### src/rtl/aes_pkg.sv
// Shared AES-128 key-schedule definitions: round counts, key type, FSM states,
// and the byte substitution and round-constant helpers.
package aes_pkg;

  localparam int NUM_ROUNDS = 10;
  localparam int NUM_RKEYS  = 11;
  localparam logic [3:0] LAST_RND = 4'(NUM_ROUNDS);

  typedef logic [127:0] rkey_t;

  typedef enum logic [1:0] {
    IDLE   = 2'd0,
    EXPAND = 2'd1,
    READY  = 2'd2
  } state_t;

  // Forward S-box, byte 0x00 in the most significant position.
  localparam logic [2047:0] SBOX_TABLE = {
    128'h637c777bf26b6fc53001672bfed7ab76,
    128'hca82c97dfa5947f0add4a2af9ca472c0,
    128'hb7fd9326363ff7cc34a5e5f171d83115,
    128'h04c723c31896059a071280e2eb27b275,
    128'h09832c1a1b6e5aa0523bd6b329e32f84,
    128'h53d100ed20fcb15b6acbbe394a4c58cf,
    128'hd0efaafb434d338545f9027f503c9fa8,
    128'h51a3408f929d38f5bcb6da2110fff3d2,
    128'hcd0c13ec5f974417c4a77e3d645d1973,
    128'h60814fdc222a908846eeb814de5e0bdb,
    128'he0323a0a4906245cc2d3ac629195e479,
    128'he7c8376d8dd54ea96c56f4ea657aae08,
    128'hba78252e1ca6b4c6e8dd741f4bbd8b8a,
    128'h703eb5664803f60e613557b986c11d9e,
    128'he1f8981169d98e949b1e87e9ce5528df,
    128'h8ca1890dbfe6426841992d0fb054bb16
  };

  function automatic logic [7:0] sbox(input logic [7:0] x);
    logic [10:0] bit_idx;
    bit_idx = {x, 3'b000};
    return SBOX_TABLE[11'd2047 - bit_idx -: 8];
  endfunction

  function automatic logic [7:0] rcon(input logic [3:0] round_number);
    case (round_number)
      4'd0:    return 8'h01;
      4'd1:    return 8'h02;
      4'd2:    return 8'h04;
      4'd3:    return 8'h08;
      4'd4:    return 8'h10;
      4'd5:    return 8'h20;
      4'd6:    return 8'h40;
      4'd7:    return 8'h80;
      4'd8:    return 8'h1b;
      4'd9:    return 8'h36;
      default: return 8'h00;
    endcase
  endfunction

endpackage

### src/rtl/key_round_step.sv
// One AES-128 key-schedule step: keyScheduleCore on the last word of the
// previous round key followed by the four-word XOR chain.
module key_round_step
  import aes_pkg::*;
(
  input  rkey_t      prev_key,
  input  logic [3:0] round_number,
  output rkey_t      next_key
);

  logic [31:0] rot_word;
  logic [31:0] sub_word;
  logic [31:0] core_word;

  assign rot_word = {prev_key[23:0], prev_key[31:24]};

  for (genvar gi = 0; gi < 4; gi++) begin : g_sub
    assign sub_word[8*gi +: 8] = sbox(rot_word[8*gi +: 8]);
  end

  assign core_word = sub_word ^ {rcon(round_number), 24'h000000};

  // Each new word depends on the new word to its left, so the chain ripples.
  assign next_key[127:96] = prev_key[127:96] ^ core_word;
  assign next_key[95:64]  = prev_key[95:64]  ^ next_key[127:96];
  assign next_key[63:32]  = prev_key[63:32]  ^ next_key[95:64];
  assign next_key[31:0]   = prev_key[31:0]   ^ next_key[63:32];

endmodule

### src/rtl/key_expansion_ctrl.sv
// Iterative AES-128 key expansion into an 11-entry round-key file with a
// registered read port. Optional KEYEXP_CACHE_EN skips re-expanding the same key.
module key_expansion_ctrl
  import aes_pkg::*;
(
  input  logic         clk,
  input  logic         n_rst,
  input  logic         key_load,
  input  logic [127:0] key_in,
  output logic         key_busy,
  output logic         key_ready,
  input  logic         rk_rd_en,
  input  logic [3:0]   rk_addr,
  output logic [127:0] rk_data,
  output logic         rk_valid
);

  state_t     state_reg, state_next;
  logic [3:0] rnd_reg, rnd_next;
  rkey_t      work_reg, work_next;
  logic       ready_reg, ready_next;

  rkey_t      rk_mem [NUM_RKEYS];
  logic       wr_en;
  logic [3:0] wr_addr;
  rkey_t      wr_data;

  rkey_t      step_key;
  logic [3:0] step_round;
  logic       cache_hit;
  logic       load_accept;
  logic       expand_done;

  assign step_round  = rnd_reg - 4'd1;
  assign expand_done = (state_reg == EXPAND) && (rnd_reg == LAST_RND);

  key_round_step u_step (
    .prev_key     (work_reg),
    .round_number (step_round),
    .next_key     (step_key)
  );

`ifdef KEYEXP_CACHE_EN
  rkey_t tag_reg;
  logic  tag_valid_reg;

  // rk[0] still holds the cipher key when the last round key lands.
  always_ff @(posedge clk or negedge n_rst) begin
    if (!n_rst) begin
      tag_reg       <= '0;
      tag_valid_reg <= 1'b0;
    end else if (expand_done) begin
      tag_reg       <= rk_mem[0];
      tag_valid_reg <= 1'b1;
    end else if (load_accept) begin
      tag_valid_reg <= 1'b0;
    end
  end

  assign cache_hit = (state_reg == READY) && tag_valid_reg && (key_in == tag_reg);
`else
  assign cache_hit = 1'b0;
`endif

  always_ff @(posedge clk or negedge n_rst) begin
    if (!n_rst) begin
      state_reg <= IDLE;
      rnd_reg   <= 4'd0;
      work_reg  <= '0;
      ready_reg <= 1'b0;
    end else begin
      state_reg <= state_next;
      rnd_reg   <= rnd_next;
      work_reg  <= work_next;
      ready_reg <= ready_next;
    end
  end

  always_comb begin
    state_next  = state_reg;
    rnd_next    = rnd_reg;
    work_next   = work_reg;
    ready_next  = ready_reg;
    wr_en       = 1'b0;
    wr_addr     = rnd_reg;
    wr_data     = step_key;
    load_accept = 1'b0;
    case (state_reg)
      IDLE, READY: begin
        if (key_load && !cache_hit) begin
          load_accept = 1'b1;
          wr_en       = 1'b1;
          wr_addr     = 4'd0;
          wr_data     = key_in;
          work_next   = key_in;
          rnd_next    = 4'd1;
          ready_next  = 1'b0;
          state_next  = EXPAND;
        end
      end
      EXPAND: begin
        wr_en     = 1'b1;
        work_next = step_key;
        if (rnd_reg == LAST_RND) begin
          ready_next = 1'b1;
          state_next = READY;
        end else begin
          rnd_next = rnd_reg + 4'd1;
        end
      end
      default: state_next = IDLE;
    endcase
  end

  always_ff @(posedge clk or negedge n_rst) begin
    if (!n_rst) begin
      for (int i = 0; i < NUM_RKEYS; i++) rk_mem[i] <= '0;
    end else if (wr_en) begin
      rk_mem[wr_addr] <= wr_data;
    end
  end

  // Reads look at the registered ready flag, so a load on the same edge
  // still returns the previous key's entry.
  always_ff @(posedge clk or negedge n_rst) begin
    if (!n_rst) begin
      rk_data  <= '0;
      rk_valid <= 1'b0;
    end else if (rk_rd_en && ready_reg && (rk_addr <= LAST_RND)) begin
      rk_data  <= rk_mem[rk_addr];
      rk_valid <= 1'b1;
    end else begin
      rk_data  <= '0;
      rk_valid <= 1'b0;
    end
  end

  assign key_busy  = (state_reg == EXPAND);
  assign key_ready = ready_reg;

endmodule

### config.mk
export PLATFORM = sky130hd
export DESIGN_NAME = key_expansion_ctrl
export DESIGN_NICKNAME = d
export VERILOG_FILES = /design/src/rtl/aes_pkg.sv /design/src/rtl/key_round_step.sv /design/src/rtl/key_expansion_ctrl.sv
export SDC_FILE = /design/constraint.sdc
export NUM_CORES = 2
export LEC_CHECK = 0
export ABC_AREA = 1
export BUFFER_PORTS_ARGS = -buffer_cell sky130_fd_sc_hd__buf_2
export CAP_MARGIN = 20
export CORE_MARGIN = 5
export CORE_UTILIZATION = 50
export DETAILED_ROUTE_END_ITERATION = 6
export HOLD_SLACK_MARGIN = 0.08
export PLACE_DENSITY = 0.66
export SLEW_MARGIN = 30
export SYNTH_ARGS = -nofsm -noshare
export SYNTH_HDL_FRONTEND = slang
export SYNTH_SLANG_ARGS = --single-unit
export TNS_END_PERCENT = 50
### constraint.sdc
create_clock -name clk -period 3.9 [get_ports clk]
set_clock_uncertainty 0.2 [all_clocks]
set_input_delay 0.195 -clock clk [delete_from_list [all_inputs] [get_ports clk]]
set_output_delay 0.195 -clock clk [all_outputs]
set_load 0.05 [all_outputs]
== Yosys cells after proc, flatten, opt, wreduce, memory -nomap -nowiden ==
Memory sizes are Yosys's and may differ from the RTL's.
Index checks and enable logic that the tools add are counted.

* Add/subtract/negate cells: 6
* Magnitude comparators: 4
* Equal/unequal tests: 6
* Shifts and indexed selects: 4
* Mux-type cells: 25
* Bitwise operators: 7
* Reductions and logical operators: 10

{| class="wikitable"
|+ Operators by type and width
! cell !! count
|-
| $shiftx 2055x12->8 const A || 4
|-
| $bwmux 1408 || 1
|-
| $mux 128 || 7
|-
| $bmux 128 s4 || 1
|-
| $demux 128 s4 || 1
|-
| $pmux 128 s2 || 1
|-
| $xor 32x32->32 || 5
|-
| $sub 11x11->11 const A || 4
|-
| $mux 4 || 4
|-
| $ge 5x5->1 const B || 2
|-
| $not 4->5 || 2
|-
| $pmux 4 s2 || 1
|-
| $reduce_and 3->1 || 2
|-
| $lt 5x1->1 const B || 1
|-
| $add 4x1->4 const B || 1
|-
| $eq 4x4->1 const B || 1
|-
| $le 4x4->1 const B || 1
|-
| $mux 1 || 4
|-
| $mux 2 || 2
|-
| $ne 2x2->1 const B || 2
|-
| $pmux 1 s2 || 2
|-
| $pmux 2 s2 || 1
|-
| $reduce_and 2->1 || 2
|-
| $sub 4x1->4 const B || 1
|-
| other kinds (7) || 9
|}

* Register bits: 1,672
* Memory bits (read-only): 128
* Input port bits: 136
* Output and inout port bits: 131
* Logic and storage cells: 80
* Memories: 1

{| class="wikitable"
|+ Memory list
! name !! depth !! bits a word !! read ports !! clocked after memory_dff !! write ports !! RTL line !! text
|-
| (name not given) || 16 || 8 || 1 || 0 || 0 || aes_pkg.sv:44 || <nowiki>case (round_number)</nowiki>
|}

== Logic depth before layout (Yosys ltp) ==
* Depth after elaboration: 10
* Gate-level depth with buffers: 26
* Depth with buffers taken out: 23

== Hierarchy ==
A second synthesis with hierarchy kept.

* Cells, all modules: 13,293
* Area, all modules: 92,426.1 um^2

{| class="wikitable"
|+ By module, submodules not included
! module !! instances !! cells each !! area each (um^2) !! seq. area each (um^2)
|-
| key_expansion_ctrl || 1 || 10,159 || 77,521.8 || 41,840.1
|-
| key_round_step || 1 || 3,134 || 14,904.3 || 0.0
|}

== Least setup slack after synthesis ==
OpenSTA, ideal clock, no wires.

* Path type: register -> register
* Start: reg work_reg[1]
* End: reg rk_mem[1163] in the netlist's numbering
* Library setup time: 0.117 ns
* Arrival time: 2.897 ns
* Required time: 3.583 ns
* Path slack: 0.686 ns
* Stages on the path, launching flop included: 25
* Path buffers: 4
* Period minus slack after synthesis: 3.214 ns
* Cell sequence: dfrtp_1 > buf_2 > inv_1 > ha_1 > buf_2 > nand2_1 > buf_2 > nand3_1 > nand3_1 > nand3_1 > nand3_1 > nand2_1 > nand2_1 > nand2_1 > nand2_1 > nand3_1 > nand2_1 > nand2_1 > nand2_1 > nand2_1 > nand3_1 > nand2_1 > buf_4 > nand2_1 > nand2_1

* Cells in the longest elaborated chain, start to end: 10

{| class="wikitable"
|+ Ends and longest elaborated chain
! element !! RTL line !! text
|-
| from (decl) || key_expansion_ctrl.sv:20 || <nowiki>rkey_t work_reg, work_next;</nowiki>
|-
| from (signal assigned) || key_expansion_ctrl.sv:74 || <nowiki>work_reg <= work_next;</nowiki>
|-
| $sub 11x11->11 * || aes_pkg.sv:40 || <nowiki>return SBOX_TABLE[11'd2047 - bit_idx -: 8];</nowiki>
|-
| $shiftx 2055x12->8 * || aes_pkg.sv:40 ||
|-
| $xor 32x32->32 * || key_round_step.sv:21 || <nowiki>assign core_word = sub_word ^ {rcon(round_number), 24'h000000};</nowiki>
|-
| $xor 32x32->32 * || key_round_step.sv:24 || <nowiki>assign next_key[127:96] = prev_key[127:96] ^ core_word;</nowiki>
|-
| $xor 32x32->32 * || key_round_step.sv:25 || <nowiki>assign next_key[95:64] = prev_key[95:64] ^ next_key[127:96];</nowiki>
|-
| $xor 32x32->32 * || key_round_step.sv:26 || <nowiki>assign next_key[63:32] = prev_key[63:32] ^ next_key[95:64];</nowiki>
|-
| $xor 32x32->32 * || key_round_step.sv:27 || <nowiki>assign next_key[31:0] = prev_key[31:0] ^ next_key[63:32];</nowiki>
|-
| $mux 128 || key_expansion_ctrl.sv:90 || <nowiki>if (key_load && !cache_hit) begin</nowiki>
|-
| $mux 128 * || key_expansion_ctrl.sv:88 || <nowiki>case (state_reg)</nowiki>
|-
| $bwmux 1408 * || key_expansion_ctrl.sv:119 || <nowiki>rk_mem[wr_addr] <= wr_data;</nowiki>
|-
| to (signal, indexed assignment) || key_expansion_ctrl.sv:119 ||
|-
| to (decl) || key_expansion_ctrl.sv:23 || <nowiki>rkey_t rk_mem [NUM_RKEYS];</nowiki>
|}

Mark *: on every way between the ends. The rest lies on a longest branch, timed or not.
A chain may end at the register's enable or synchronous reset.

== Worst setup path after layout ==
* Start: reg work_reg[24]
* End: reg rk_mem[1351] in the netlist's numbering

* Cells in the longest elaborated chain, start to end: 8

{| class="wikitable"
|+ Ends and longest elaborated chain
! element !! RTL line
|-
| $sub 11x11->11 * || aes_pkg.sv:40
|-
| $shiftx 2055x12->8 * || aes_pkg.sv:40
|-
| $xor 32x32->32 * || key_round_step.sv:21
|-
| $xor 32x32->32 * || key_round_step.sv:24
|-
| $xor 32x32->32 * || key_round_step.sv:25
|-
| $mux 128 || key_expansion_ctrl.sv:90
|-
| $mux 128 * || key_expansion_ctrl.sv:88
|-
| $bwmux 1408 * || key_expansion_ctrl.sv:119
|}

Marks and branches as above.

==> results.json <==
{
  "overflow": 0,
  "grt_usage_pct": 41.6,
  "slew_violations": 0,
  "outcome": "finished with violations",
  "place_ws_ns": 0.00996,
  "critPathBufInv": 6,
  "row_count": 154,
  "hpwl_um": 242000,
  "fin_ws_ns": 0.152,
  "end_kind": "flop",
  "relSlewSlack_pct": 28.1,
  "placed_area_um2": 94100,
  "dieHeight_um": 431,
  "synth_warnings": 0,
  "drtIter0Drc": 12600,
  "cp_max_fo": 11,
  "setup_viol": 0,
  "violations": "DRC",
  "area_growth_pct": 16.2,
  "cts-root-buf": "clkbuf_16",
  "crit_slowest_cell": "dfrtp_2",
  "cp_top_family": "simple AND/OR/NAND/NOR gates",
  "h-tree-depth": 4,
  "place.gp.congestion": 1.02,
  "finalCritPeriodShare_pct": 96.1,
  "min_path_cells": 4,
  "ant_nets": 0,
  "ys_ff_latch": 1672,
  "drive_above_1_share_pct": 9.23,
  "grt_antenna_before_repair": 25,
  "clk_path_buf_depth": 3,
  "rrSetupSlack_ns": 0.15,
  "syn_inst": 12200,
  "rr_worst_depth": 21,
  "cp_common_cell": "nand2_1",
  "max_stage_delay_ns": 0.47,
  "clk_latency_ns": 0.85,
  "synth.cell_area_um2": 88500,
  "syn-num-nets": 12400,
  "dr.pass1.iters": 7,
  "fin_area_um2": 103000,
  "finalHoldViolations": 0,
  "tns_ns": 0,
  "wirelength_um": 396000,
  "grt_max_degree": 129,
  "io_pins": 267,
  "nets": 12600,
  "path_clk_slew_ns": 0.06,
  "vias": 91800,
  "fin_crit_ns": 3.75,
  "holdWs_ns": 0.148,
  "first_global_vias": 88600,
  "maxCapViolations": 0,
  "num-fill-cells": 16200,
  "start_util_pct": 50.2,
  "crit_cells": 21,
  "path_class": "reg -> reg",
  "fmax_mhz": 267,
  "min_path_type": "in -> reg",
  "layout_common_cells": "nand2_1, dfrtp_1, nand3_1, o21ai_0, inv_1",
  "dieArea_um2": 185000,
  "cts_tree": "built",
  "ir_drop_uv": 845,
  "cts_buffers": 177,
  "largest_reg_flops": 1408,
  "drc": 5,
  "p_leak_uw": 0.0522,
  "start_kind": "flop",
  "worstMarginPinSlew_ns": 1.08,
  "syn_avg_cell_area_um2": 7.24,
  "final_common_cell": "nand2_1",
  "p_total_uw": 113000,
  "clock_sinks": 1672,
  "cp_cell_sequence": "inv_2 > ha_2 > inv_1 > buf_4 > nand2_1 > buf_4 > nand3_1 > nand2_1 > nand2_1 > nand3_1 > nand2_1 > nand2_1 > nand3_1 > nand3_1 > nand3_1 > nand2_1 > inv_1 > o21ai_0 > buf_4 > nand2_1 > nand2_1",
  "cp.arrival_ns": 4.30,
  "power_density_nw_per_um2": 1100,
  "vias_per_cell": 6.17,
  "core_area_um2": 176000,
  "port_buffers": 266,
  "worstPathRequired_ns": 4.46,
  "grt_pass1_wl_um": 586000,
  "die_w_um": 431,
  "ys_seq_area_share_pct": 47.3,
  "yosys.cell_types.count": 33,
  "routedWlPerCell_um": 26.6
}
## worst paths after layout
check / startpoint / to
worst min-delay path: key_in[31] / work_reg[31]
worst min register to register: rk_mem[207] / rk_mem[207]
min in group asynchronous: n_rst / rk_mem[294]
max in group asynchronous: n_rst / rk_mem[176]
worst max-delay path: work_reg[24] / rk_mem[1351]
worst max register to register: work_reg[24] / rk_mem[1351]
## worst min-delay path, stage by stage
cell,delay (ns)
dlygate4sd3_1,0.61
buf_2,0.14
nand2_1,0.08
o211ai_1,0.10
## per-stage QoR
stage	utilization [%]	std cells
finish	58.4	14900
global route	58.4	14900
CTS	58.3	14900
detailed placement	53.4	14300
global placement	53.4	14300
floorplan	-	12200
## per-layer routing
layer  up-vias  GRT usage, %  wire (um)
met3      1191          8.96      43300
met4         4          27.2      30200
li1      40100             -          -
met1     44400          54.9     151000
met2      6039          62.2     172000
met5         -             0         23
## cell type report
class	count	area (um2)	area share (%)
antenna	14	35.0	0.0341
clock buffer	272	5370	5.22
clock inverter	59	857	0.834
inverter	555	2160	2.10
multi-input combinational	9009	40500	39.4
sequential	1672	41800	40.7
tap	2340	2930	2.85
timing repair buffer	968	9110	8.86
## where the power goes
part           switching [uW]  internal [uW]  leakage, uW  total, uW
Sequential               3820          25000       0.0211      28800
Clock                    7520          10400      0.00305      17900
Combinational           46500          20000       0.0281      66400
## kinds of logic (layout without fill, tap and decap cells)
logic type                 count (synthesis)  in the layout  synth area share (%)
adders and majority gates                 62             62                 0.877
AOI/OAI and AO/OA                       1821           1821                  11.9
and+or+nand+nor                         7121           7121                  32.7
xor gates and xnor gates                   5              5                0.0495
other                                      0             14                     0
DFF                                     1672           1672                  47.3
buffers and inverters                   1543           1854                  7.15
## Yosys cell counts, drive strengths merged
library cell | instances | share of area, %
nand3 | 1424 | 8.1
nand4 | 9 | 0.064
inv | 547 | 2.3
nand3b | 4 | 0.034
nor3 | 181 | 1.0
xor2 | 5 | 0.050
or2 | 5 | 0.035
nor2 | 343 | 1.5
a21oi | 501 | 2.8
o22ai | 129 | 0.91
clkbuf | 597 | 2.5
ha | 62 | 0.88
nand2 | 5155 | 22
o21ai | 773 | 4.4
clkinv | 8 | 0.034
buf | 391 | 2.3
o221ai | 220 | 2.2
dfrtp | 1672 | 47
o211ai | 41 | 0.35
a31oi | 29 | 0.21
a211oi | 128 | 1.1
## what timing repair did
item	in CTS	in global routing
hold buffers	236	0
endpoints found under the hold margin	3226	0
resized for setup	1	33
setup buffers	0	3
setup endpoints to repair	2	420
(Power assumes the default switching activity.)
